`src/rtl/id_ex_register.sv`:
```
// rtl/id_ex_register.sv - ID/EX pipeline register with load-use stall detection and stall counter
module id_ex_register #(
  parameter int DATA_W = 32,
  parameter int ADDR_W = 5,
  parameter int CNT_W  = 16
) (
  input  logic              clk_i,
  input  logic              rst_i,
  input  logic              Valid_i,
  input  logic              ALUSrc_i,
  input  logic              ResultSrc_i,
  input  logic              RegWrite_i,
  input  logic              MemWrite_i,
  input  logic              Branch_i,
  input  logic [1:0]        ALUOp_i,
  input  logic [9:0]        Funct_i,
  input  logic [DATA_W-1:0] RS1data_i,
  input  logic [DATA_W-1:0] RS2data_i,
  input  logic [DATA_W-1:0] Imm_i,
  input  logic [ADDR_W-1:0] RS1addr_i,
  input  logic [ADDR_W-1:0] RS2addr_i,
  input  logic [ADDR_W-1:0] RDaddr_i,
  input  logic              Flush_i,
  output logic              Valid_o,
  output logic              ALUSrc_o,
  output logic              ResultSrc_o,
  output logic              RegWrite_o,
  output logic              MemWrite_o,
  output logic              Branch_o,
  output logic [1:0]        ALUOp_o,
  output logic [9:0]        Funct_o,
  output logic [DATA_W-1:0] RS1data_o,
  output logic [DATA_W-1:0] RS2data_o,
  output logic [DATA_W-1:0] Imm_o,
  output logic [ADDR_W-1:0] RS1addr_o,
  output logic [ADDR_W-1:0] RS2addr_o,
  output logic [ADDR_W-1:0] RDaddr_o,
  output logic              Stall_o,
  output logic [CNT_W-1:0]  StallCnt_o
);

  logic ex_load;
  logic use_rs1;
  logic use_rs2;
  logic hazard;

  // rs2 only matters for R-type, branches and stores; I-type ALU ops read the immediate instead
  assign ex_load = Valid_o & RegWrite_o & ResultSrc_o & (RDaddr_o != '0);
  assign use_rs1 = Valid_i;
  assign use_rs2 = Valid_i & (~ALUSrc_i | MemWrite_i);
  assign hazard  = ex_load & ((use_rs1 & (RS1addr_i == RDaddr_o)) |
                              (use_rs2 & (RS2addr_i == RDaddr_o)));
  assign Stall_o = hazard & ~Flush_i;

  always_ff @(posedge clk_i or posedge rst_i) begin
    if (rst_i) begin
      Valid_o     <= 1'b0;
      ALUSrc_o    <= 1'b0;
      ResultSrc_o <= 1'b0;
      RegWrite_o  <= 1'b0;
      MemWrite_o  <= 1'b0;
      Branch_o    <= 1'b0;
      ALUOp_o     <= 2'b00;
      Funct_o     <= '0;
      RS1data_o   <= '0;
      RS2data_o   <= '0;
      Imm_o       <= '0;
      RS1addr_o   <= '0;
      RS2addr_o   <= '0;
      RDaddr_o    <= '0;
      StallCnt_o  <= '0;
    end else begin
      if (Flush_i | Stall_o) begin
        Valid_o     <= 1'b0;
        ALUSrc_o    <= 1'b0;
        ResultSrc_o <= 1'b0;
        RegWrite_o  <= 1'b0;
        MemWrite_o  <= 1'b0;
        Branch_o    <= 1'b0;
        ALUOp_o     <= 2'b00;
        Funct_o     <= '0;
        RS1data_o   <= '0;
        RS2data_o   <= '0;
        Imm_o       <= '0;
        RS1addr_o   <= '0;
        RS2addr_o   <= '0;
        RDaddr_o    <= '0;
      end else begin
        Valid_o     <= Valid_i;
        ALUSrc_o    <= ALUSrc_i;
        // ResultSrc is undefined from the decoder when nothing is written back
        ResultSrc_o <= ResultSrc_i & RegWrite_i & Valid_i;
        RegWrite_o  <= RegWrite_i & Valid_i;
        MemWrite_o  <= MemWrite_i & Valid_i;
        Branch_o    <= Branch_i & Valid_i;
        ALUOp_o     <= ALUOp_i;
        Funct_o     <= Funct_i;
        RS1data_o   <= RS1data_i;
        RS2data_o   <= RS2data_i;
        Imm_o       <= Imm_i;
        RS1addr_o   <= RS1addr_i;
        RS2addr_o   <= RS2addr_i;
        RDaddr_o    <= RDaddr_i;
      end
      if (Stall_o && (StallCnt_o != {CNT_W{1'b1}}))
        StallCnt_o <= StallCnt_o + CNT_W'(1);
    end
  end

endmodule

```
`config.mk`:
```
export PLATFORM = sky130hd
export DESIGN_NAME = id_ex_register
export DESIGN_NICKNAME = d
export VERILOG_FILES = /design/src/rtl/id_ex_register.sv
export SDC_FILE = /design/constraint.sdc
export NUM_CORES = 1
export LEC_CHECK = 0
export BUFFER_PORTS_ARGS = -buffer_cell sky130_fd_sc_hd__buf_2
export CORE_UTILIZATION = 25
export CTS_CLUSTER_SIZE = 30
export DETAILED_ROUTE_END_ITERATION = 8
export GPL_ROUTABILITY_DRIVEN = 0
export SLEW_MARGIN = 20
export SYNTH_ARGS = -nofsm -noshare
export SYNTH_HDL_FRONTEND = slang
export SYNTH_SLANG_ARGS = --single-unit
```
`constraint.sdc`:
```
create_clock -name clk_i -period 11 [get_ports clk_i]
set_input_delay 0.55 -clock clk_i [delete_from_list [all_inputs] [get_ports clk_i]]
set_output_delay 0.55 -clock clk_i [all_outputs]
set_load 0.02 [all_outputs]
```
After elaboration in Yosys (flattened, before gate mapping)
Index checks and enable logic that the tools add are counted.

Memory bits (read-only): 0. Output and inout port bits: 146. Bits in writable memories: 0. Memories: 0. Input port bits: 132. Latch bits: 0. Register bits: 145. Word-level logic and storage cells: 53.

Bitwise operators: 18. Shifts and indexed selects: 0. Reductions and logical operators: 2. Equal/unequal tests: 3. Mux-type cells: 14. Order comparisons: 0. Add/sub/neg operators: 1. Multipliers: 0. Divide/modulo/power cells: 0.

Operators by type and width (number): $mux W32 (3); $add A16 B1 Y16 const B (1); $ne A16 B16 Y1 const B (1); $mux W5 (3); $and A1 B1 Y1 (13); $eq A5 B5 Y1 (2); $mux W10 (1); $mux W1 (6); $reduce_bool A5 Y1 (1); $or A1 B1 Y1 (3); $mux W2 (1); $not A1 Y1 (2); $logic_and A1 B1 Y1 (1).

Depth between registers and ports, before layout
Gate-level depths: netlist of the first run.

Depth after elaboration: 9. Mapped depth: 7. Mapped depth without buffers: 6.

Worst setup path after synthesis of the first run
Ideal clock, no wire load.

Kind: input port to output port. From: input port RS2addr_i[0]. To: output port Stall_o. Stages: 5. Path buffers: 0. Setup slack: 8.996 ns. Arrival time: 1.454 ns. Data required time: 10.450 ns. Path through: xnor2_1 -> o2111ai_2 -> o22ai_2 -> nand2_1 -> nor2_1.

Cells in the longest elaborated chain, start to end: 5.

RTL lines: start: declaration (line 21) `input logic [ADDR_W-1:0] RS2addr_i,`; $eq A5 B5 Y1 (line 52) `(use_rs2 & (RS2addr_i == RDaddr_o)));`; $and A1 B1 Y1 (line 52); $or A1 B1 Y1 (line 51) `assign hazard = ex_load & ((use_rs1 & (RS1addr_i == RDaddr_o)) |`; $and A1 B1 Y1 (line 51); $and A1 B1 Y1 (line 53) `assign Stall_o = hazard & ~Flush_i;`; end: declaration (line 38) `output logic Stall_o,`.

Every way passes these cells.

Worst setup path after layout of the first run
From: register RDaddr_o[4]. To: output port Stall_o.

Cells in the longest elaborated chain, start to end: 5. Elaborated cells on any way between the ends: 9. Classes of those cells: eq/ne (2); bitwise (6); reduce/logical (1).

RTL lines: start: declaration (line 37) `output logic [ADDR_W-1:0] RDaddr_o,`; start signal: assignment (line 103) `RDaddr_o <= RDaddr_i;`; $eq A5 B5 Y1, on equally long branches (line 51, 52); $and A1 B1 Y1, on equally long branches (line 51, 52); $or A1 B1 Y1 (line 51); $and A1 B1 Y1 (*) (line 51); $and A1 B1 Y1 (*) (line 53).

Mark *: on every way between the ends. The rest lies on a longest branch, timed or not.

==> impl_summary.txt, run 1 <==
----------------------------------------------------
[Timing]
  Setup repair after global routing missed its margin ... false
  Number of pins exceeding their max-slew limit in the final report ... 0
  Upper clock frequency limit ... 411 MHz
  Post-layout minimum cycle time ... 2430 ps
  Setup skew after layout ... 11.3 ps
  Measured slew at the worst slew-check pin ... 716 ps
  Crit path setup slack, layout ... 8570 ps
  Fin Setup TNS ... 0 ps
  Setup-violating endpoint count in the final report ... 0
  Worst max-slew margin expressed relative to the limit ... 52.2%
  Count of final hold-check violations ... 0
  Final Cycle Share ... 22.1%

[Logic synthesis]
  Number of different library cells in the post-synthesis netlist ... 30
  Synthesized area ... 5190 um2
  Number of storage elements in the synthesis netlist ... 145
  Adder-cell share of the synthesized area ... 0.241%
  Sequential element share of the synthesized area ... 69.9%
  Syn_nets ... 509
  Fraction of synthesized cell area in xor and xnor cells ... 4.05%
  Avg Synthesized Cell Area ... 13.8 um2
  Multiplexer share of the synthesized area ... 0.434%
  Synth Instances ... 376
  Most area-hungry cell type in the Yosys netlist ... sky130_fd_sc_hd__dfrtp_1
  Largest family of logic cells by synthesized area ... simple AND/OR/NAND/NOR gates
  Yosys warning total ... 0
  Top cells by area in the synthesized netlist ... sky130_fd_sc_hd__dfrtp_1 (70%), sky130_fd_sc_hd__and2_1 (15%), sky130_fd_sc_hd__xnor2_1 (3.9%)
  Simple-gate share of the synthesized area ... 21.0%
  Area share of the largest cell type after synthesis ... 69.9%
  Synth Area in Compound Gates ... 2.14%

[Power and ir drop]
  Internal cell power ... 993 uW
  Leakage ... 3.95 nW
  Switching power share of the total ... 23.7%
  Total power divided by cell area ... 174 nW/um2
  Power share of the sequential group ... 43.3%
  Worst ir drop on vdd ... 0.0982 mV
  Clock group share of total power ... 47.2%
  Share of total power in combinational logic ... 9.5%
  Net switching power of the design ... 309 uW

[Layout]
  Area occupied by multi-input gates ... 1450 um2
  Final net count ... 793
  Leading cell type in the layout, fill and taps excluded ... sky130_fd_sc_hd__buf_2
  Share of cells above drive strength 1 ... 47.7%
  Area of all sequential standard cells ... 3630 um2
  Syn-to-layout area delta ... 43.7%
  Ant. Diodes ... 0
  Commonest cells after routing, fill and taps aside ... sky130_fd_sc_hd__buf_2 (277), sky130_fd_sc_hd__dfrtp_1 (145), sky130_fd_sc_hd__and2_1 (127)
  Final Core Density ... 36.8%
  Final-layout fill cell count ... 2079

[Floorplan]
  Chip width ... 146 um
  Number of standard-cell rows in the floorplan ... 52
  Die H ... 146 um
  Number of placed I/O pins ... 278
  Core region area ... 20300 um2
  Initial Util ... 25.6%
  Die Area ... 21400 um2

[Worst setup path]
  Setup crit start kind ... flop
  Req. time, crit path ... 10450 ps
  Number of cells on the worst reg-to-reg path ... 5
  Crit Reg-Reg Startpoint ... RDaddr_o[0]$_DFF_PP0_
  Data arrival time of the critical path ... 1880 ps
  Category of the critical setup timing path ... flop to output port
  R2R Setup Slk ... 8950 ps
  End of the worst register-to-register path ... StallCnt_o[14]$_DFFE_PP0P_
  Crit path capture type ... output port
  Critical path fanouts, max ... 4

[CTS]
  Buffers from clock root to sink, at most ... 2
  Clock insertion delay at the later pin of the skew report ... 410 ps
  CTS sink cnt ... 145
  Post-CTS repair timing setup buffer count ... 0
  Count of instances resized after the clock tree is built ... 0
  H-tree depth ... 4
  Hold buffers post-CTS ... 0
  CTS tree ... built
  Cell at the root of the clock tree ... sky130_fd_sc_hd__clkbuf_16
  Clock transition at path regs ... 60 ps
  TritonCTS buffer count ... 17

[Flow run]
  Max Cap Violations ... 0

[GRT]
  First-pass GRT wire length ... 21600 um
  Largest net degree at the start of global routing ... 82
  Total congestion overflow ... 0
  Antenna violations before repair ... 0
  Total routing usage reported by global routing ... 13.4%
  Vias in the first global route ... 3782

[Status]
  Outcome ... completed

[Placed design]
  DP HPWL ... 10200 um
  Worst setup slack after placement ... 8720 ps
  Port Buffers ... 277

[Route]
  Total vias in the final route ... 3719
  Drt drc ... 0
  Aggregate routed wire length ... 13900 um
  Number of detailed-route iterations in the first pass ... 4
  Final routed wire length divided by cell count ... 14.7 um
  Routed Antenna Nets ... 0
  DRT iter0 DRCs ... 98
  DR vias/cell ... 3.94

[Min path]
  Min-Delay Path Class ... primary input to async pin

----------------------------------------------------
[worst max-delay path, stage by stage, from the launching register on]
cell                      delay (ps)
sky130_fd_sc_hd__dfrtp_1         450
sky130_fd_sc_hd__xnor2_1         190
sky130_fd_sc_hd__nand3_1         180
sky130_fd_sc_hd__o22ai_2         310
sky130_fd_sc_hd__nand2_1          80
sky130_fd_sc_hd__nor2_1           90
sky130_fd_sc_hd__buf_2           180
[power by group through the flow]
stage / Combinational [mW] / Clock [mW] / Sequential [mW]
3_3_place_gp: 0.126 / 0 / 0.574
6_report: 0.124 / 0.614 / 0.564
4_1_cts: 0.127 / 0.637 / 0.564
2_1_floorplan: 0.0371 / 0 / 0.606
5_1_grt: 0.135 / 0.663 / 0.566
3_5_place_dp: 0.127 / 0 / 0.574
[per-stage QoR]
| stage | hold slack, ps | area [um2] | std cells | total power, mW |
|---|---|---|---|---|
| 2_1_floorplan | 605 | 5190 | 376 | 0.643 |
| 3_3_place_gp | 514 | 6830 | 911 | 0.700 |
| 3_5_place_dp | 520 | 6830 | 911 | 0.701 |
| 4_1_cts | 228 | 7460 | 943 | 1.33 |
| 5_1_grt | 249 | 7460 | 943 | 1.36 |
| 6_report | 210 | 7460 | 943 | 1.30 |
[how the worst max path moves through the flow]
stage,startpoint,to,slack [ps],cells after the start
global placement,rst_i,Imm_o[27]$_DFF_PP0_,8750,3
global route,RDaddr_o[2]$_DFF_PP0_,Stall_o,8380,6
CTS,RDaddr_o[0]$_DFF_PP0_,Stall_o,8520,6
detailed placement,RS2addr_i[0],StallCnt_o[14]$_DFFE_PP0P_,8720,6
floorplan,rst_i,ALUOp_o[0]$_DFF_PP0_,6560,1
finish,RDaddr_o[4]$_DFF_PP0_,Stall_o,8570,6
[cells by family after synthesis]
family,after synthesis
AND/OR/NAND/NOR,179
XOR/XNOR,24
flip-flops,145
multiplexers,2
buffers and inverters,17
adder cells (fa/ha/maj),1
AO/OA/AOI/OAI,8
[synth_stat cells]
cell	count
sky130_fd_sc_hd__mux2_1	1
sky130_fd_sc_hd__nand4_1	11
sky130_fd_sc_hd__nor3_1	2
sky130_fd_sc_hd__xnor2_1	23
sky130_fd_sc_hd__a211oi_1	1
sky130_fd_sc_hd__o32ai_4	1
sky130_fd_sc_hd__xor2_1	1
sky130_fd_sc_hd__nand3b_1	1
sky130_fd_sc_hd__nand2b_1	2
sky130_fd_sc_hd__a21oi_1	1
sky130_fd_sc_hd__nor3b_2	2
sky130_fd_sc_hd__mux2_2	1
sky130_fd_sc_hd__ha_1	1
sky130_fd_sc_hd__nor4_1	1
sky130_fd_sc_hd__and4_1	1
sky130_fd_sc_hd__dfrtp_1	145
sky130_fd_sc_hd__nand2_2	1
sky130_fd_sc_hd__o2111ai_2	1
sky130_fd_sc_hd__a21boi_2	1
sky130_fd_sc_hd__nand3_1	12
sky130_fd_sc_hd__nor2_1	5
sky130_fd_sc_hd__buf_6	7
sky130_fd_sc_hd__clkbuf_1	7
sky130_fd_sc_hd__and3_1	7
sky130_fd_sc_hd__nand2_1	7
sky130_fd_sc_hd__a21oi_4	2
sky130_fd_sc_hd__buf_4	1
sky130_fd_sc_hd__o22ai_2	1
sky130_fd_sc_hd__inv_1	2
sky130_fd_sc_hd__and2_1	127
[layer usage]
metal | vias to the layer above | wire length (um) | GRT usage (%)
li1 | 1767 | - | -
met1 | 1781 | 5870 | 16.7
met2 | 153 | 6830 | 21.6
met3 | 18 | 900 | 4.28
met4 | 0 | 254 | 5.16
met5 | - | 0 | 0
[registers in the layout, indices dropped and copies added, names as in the netlist]
name,flops
Branch_o,1
StallCnt_o,16
RegWrite_o,1
MemWrite_o,1
ALUOp_o,2
ResultSrc_o,1
Funct_o,10
RS1addr_o,5
ALUSrc_o,1
Valid_o,1
Imm_o,32
RDaddr_o,5
RS2addr_o,5
RS2data_o,32
RS1data_o,32
[final cells by class]
type | instances | share of cell area [%]
multi-input cells | 214 | 19.4
flip-flops and latches | 145 | 48.6
repair buffers | 280 | 18.9
clock buffers | 20 | 5.98
well taps | 270 | 4.53
clock inverters | 12 | 2.41
inverters | 2 | 0.168
Note: power is estimated with default switching activity, not from simulation.
==> inputs of run 2 (changes only) <==
==> constraint.sdc (replaced) <==
create_clock -name clk_i -period 2.2 [get_ports clk_i]
set_input_delay 0.11 -clock clk_i [delete_from_list [all_inputs] [get_ports clk_i]]
set_output_delay 0.11 -clock clk_i [all_outputs]
set_load 0.02 [all_outputs]
==> run 2 against run 1 <==
Critical path depth up 1. Largest power group unchanged. Worst setup slack lost 8300 ps. Die area is the same. Critical endpoint is now StallCnt_o[1]$_DFFE_PP0P_.
==> impl_summary.txt, run 2 (synthesized netlist as in run 1, its figures left out) <==
----------------------------------------------------
[Layout]
  Ant. Diodes ... 0 (unchanged)
  Registers with the highest flip-flop counts ... Imm_o x32, RS1data_o x32, RS2data_o x32
  Share of cells above drive strength 1 ... 40.2% (-7.5 points)
  Final-layout fill cell count ... 1906 (-8.3%)
  Commonest cells after routing, fill and taps aside ... sky130_fd_sc_hd__buf_2 (277), sky130_fd_sc_hd__dfrtp_1 (145), sky130_fd_sc_hd__dlygate4sd3_1 (130)
  Leading cell type in the layout, fill and taps excluded ... sky130_fd_sc_hd__buf_2
  Non-Filler Cell Area, Final ... 8830 um2 (+18%)
  Syn-to-layout area delta ... 70.1%
  Final net count ... 925 (+17%)

[GRT]
  Largest net degree at the start of global routing ... 80 (-2.4%)
  Antenna violations before repair ... 0 (unchanged)
  First-pass GRT wire length ... 24400 um (+13%)
  Vias in the first global route ... 4516 (+19%)
  Total routing usage reported by global routing ... 15.1% (+1.7 points)
  Total congestion overflow ... 0 (unchanged)

[Placed design]
  Worst setup slack after placement ... 294 ps (-8430 ps)
  Total placed instance area ... 6880 um2 (+0.75%)
  DP HPWL ... 10200 um (+0.47%)
  Port Buffers ... 277 (unchanged)

[Route]
  Aggregate routed wire length ... 15600 um (+13%)
  Total vias in the final route ... 4259 (+15%)
  Routed Antenna Nets ... 0 (unchanged)
  Number of detailed-route iterations in the first pass ... 4 (unchanged)
  DRT iter0 DRCs ... 101 (+3.1%)
  Drt drc ... 0 (unchanged)
  DR vias/cell ... 3.97 (+0.55%)
  Final routed wire length divided by cell count ... 14.5 um (-1.1%)

[Power and ir drop]
  Worst ir drop on vdd ... 0.476 mV (+390%)
  Overall power of the completed layout ... 6.85 mW (+430%)
  Total power divided by cell area ... 775 nW/um2 (+340%)
  Leakage ... 4.52 nW (+15%)

[Worst setup path]
  Data arrival time of the critical path ... 2280 ps (+400 ps)
  Category of the critical setup timing path ... primary input to flop
  Slowest stage cell on the critical path ... sky130_fd_sc_hd__dlygate4sd3_1
  Cells along the critical path ... dlygate4sd3_1 > buf_2 > nand4_1 > a21oi_4 > a21boi_2 > nand2_2 > mux2_2
  Req. time, crit path ... 2490 ps (-7960 ps)
  Critical path fanouts, max ... 12 (+8)
  Delay-heaviest family, CP ... compound AO/OA/AOI/OAI gates
  Crit path capture type ... flop
  Number of cells on the worst reg-to-reg path ... 5 (unchanged)
  R2R Setup Slk ... 290 ps (-8660 ps)
  Setup crit start kind ... primary input
  End of the worst register-to-register path ... StallCnt_o[1]$_DFFE_PP0P_
  Critical path's largest stage delay ... 550 ps (+100 ps)
  Number of buffer and inverter stages on the critical path ... 2 (+1)
  Crit Reg-Reg Startpoint ... ResultSrc_o$_DFF_PP0_

[Timing]
  Worst max-slew margin expressed relative to the limit ... 64.8% (+13 points)
  Crit path setup slack, layout ... 217 ps (-8350 ps)
  Setup repair after global routing missed its margin ... false
  Worst hold margin ... 116 ps (-93.6 ps)
  Measured slew at the worst slew-check pin ... 526 ps (-191 ps)
  Setup skew after layout ... 19.5 ps (+8.25 ps)
  Setup-violating endpoint count in the final report ... 0 (unchanged)
  Final Cycle Share ... 90.1%
  Fin Setup TNS ... 0 ps (unchanged)
  Number of pins exceeding their max-slew limit in the final report ... 0 (unchanged)
  Upper clock frequency limit ... 504 MHz
  Post-layout minimum cycle time ... 1980 ps
  Count of final hold-check violations ... 0 (unchanged)

[CTS]
  TritonCTS buffer count ... 17 (unchanged)
  Cell at the root of the clock tree ... sky130_fd_sc_hd__clkbuf_16
  Count of instances resized after the clock tree is built ... 0 (unchanged)
  Clock insertion delay at the later pin of the skew report ... 430 ps (+20 ps)
  Buffers from clock root to sink, at most ... 2 (unchanged)
  CTS tree ... built
  Post-CTS repair timing setup buffer count ... 0 (unchanged)
  H-tree depth ... 4 (unchanged)
  CTS sink cnt ... 145 (unchanged)
  Clock transition at path regs ... 60 ps (about the same)

[Min path]
  Source of the worst hold timing path ... Flush_i
  Min-Delay Path Class ... primary input to flop
  Endpoint, Worst Hold ... StallCnt_o[12]$_DFFE_PP0P_
  Hold Crit Depth ... 3

[Floorplan]
  Core region area ... 20300 um2 (unchanged)
  Number of placed I/O pins ... 278 (unchanged)
  Die H ... 146 um (unchanged)
  Number of standard-cell rows in the floorplan ... 52 (unchanged)
  Chip width ... 146 um (unchanged)
  Initial Util ... 25.6% (unchanged)
  Die Area ... 21400 um2 (unchanged)

[Flow run]
  Max Cap Violations ... 0 (unchanged)

[Status]
  Outcome ... completed

----------------------------------------------------
==> run 2: worst max-delay path by stage <==
stage	slack, ps	startpoint	to	depth (start not counted)
detailed placement	290	ResultSrc_o$_DFF_PP0_	StallCnt_o[1]$_DFFE_PP0P_	5
global route	80	RDaddr_o[3]$_DFF_PP0_	Stall_o	6
global placement	320	RDaddr_o[2]$_DFF_PP0_	Imm_o[10]$_DFF_PP0_	5
CTS	170	RDaddr_o[2]$_DFF_PP0_	Stall_o	6
floorplan	270	rst_i	ALUOp_o[0]$_DFF_PP0_	1
finish	220	Valid_i	StallCnt_o[1]$_DFFE_PP0P_	7
==> run 2: timing repair <==
item                                    CTS  global route
endpoints found under the setup margin    0             0
hold buffers                            130             0
endpoints found under the hold margin   244             0
==> run 2: tightest hold or removal path: cells and delay by family <==
family | cells | cell delay, ps
buffers and inverters | 1 | 190
xor gates and xnor gates | 1 | 110
and+or+nand+nor | 1 | 70
==> run 2: layout make-up <==
| type | count | area [um2] | area share [%] |
|---|---|---|---|
| Sequential cell | 145 | 3630 | 41.1 |
| Timing Repair Buffer | 412 | 2760 | 31.3 |
| Multi-Input combinational cell | 214 | 1450 | 16.4 |
| Clock buffer | 19 | 443 | 5.01 |
| Tap cell | 270 | 338 | 3.82 |
| Clock inverter | 12 | 206 | 2.34 |
| Inverter | 2 | 11.3 | 0.127 |
==> run 2: routing by layer <==
layer	GRT usage [%]	vias to the layer above	routed length, um
met1	18.0	2046	6560
met4	4.06	0	97
met3	4.75	10	996
li1	-	2035	-
met5	0	-	0
met2	26.1	168	7960
==> run 2: per-stage QoR <==
stage	util (%)	instances
after floorplan	-	376
after global placement	33.9	913
after detailed placement	33.9	913
after CTS	43.5	1074
after global routing	43.5	1074
final	43.5	1074
==> run 2: where the power goes <==
group / switching [mW] / total [mW] / internal [mW] / leakage, nW
registers: 0.0364 / 2.82 / 2.78 / 1.89
clock network: 1.16 / 3.21 / 2.05 / 0.314
logic: 0.420 / 0.823 / 0.403 / 2.32
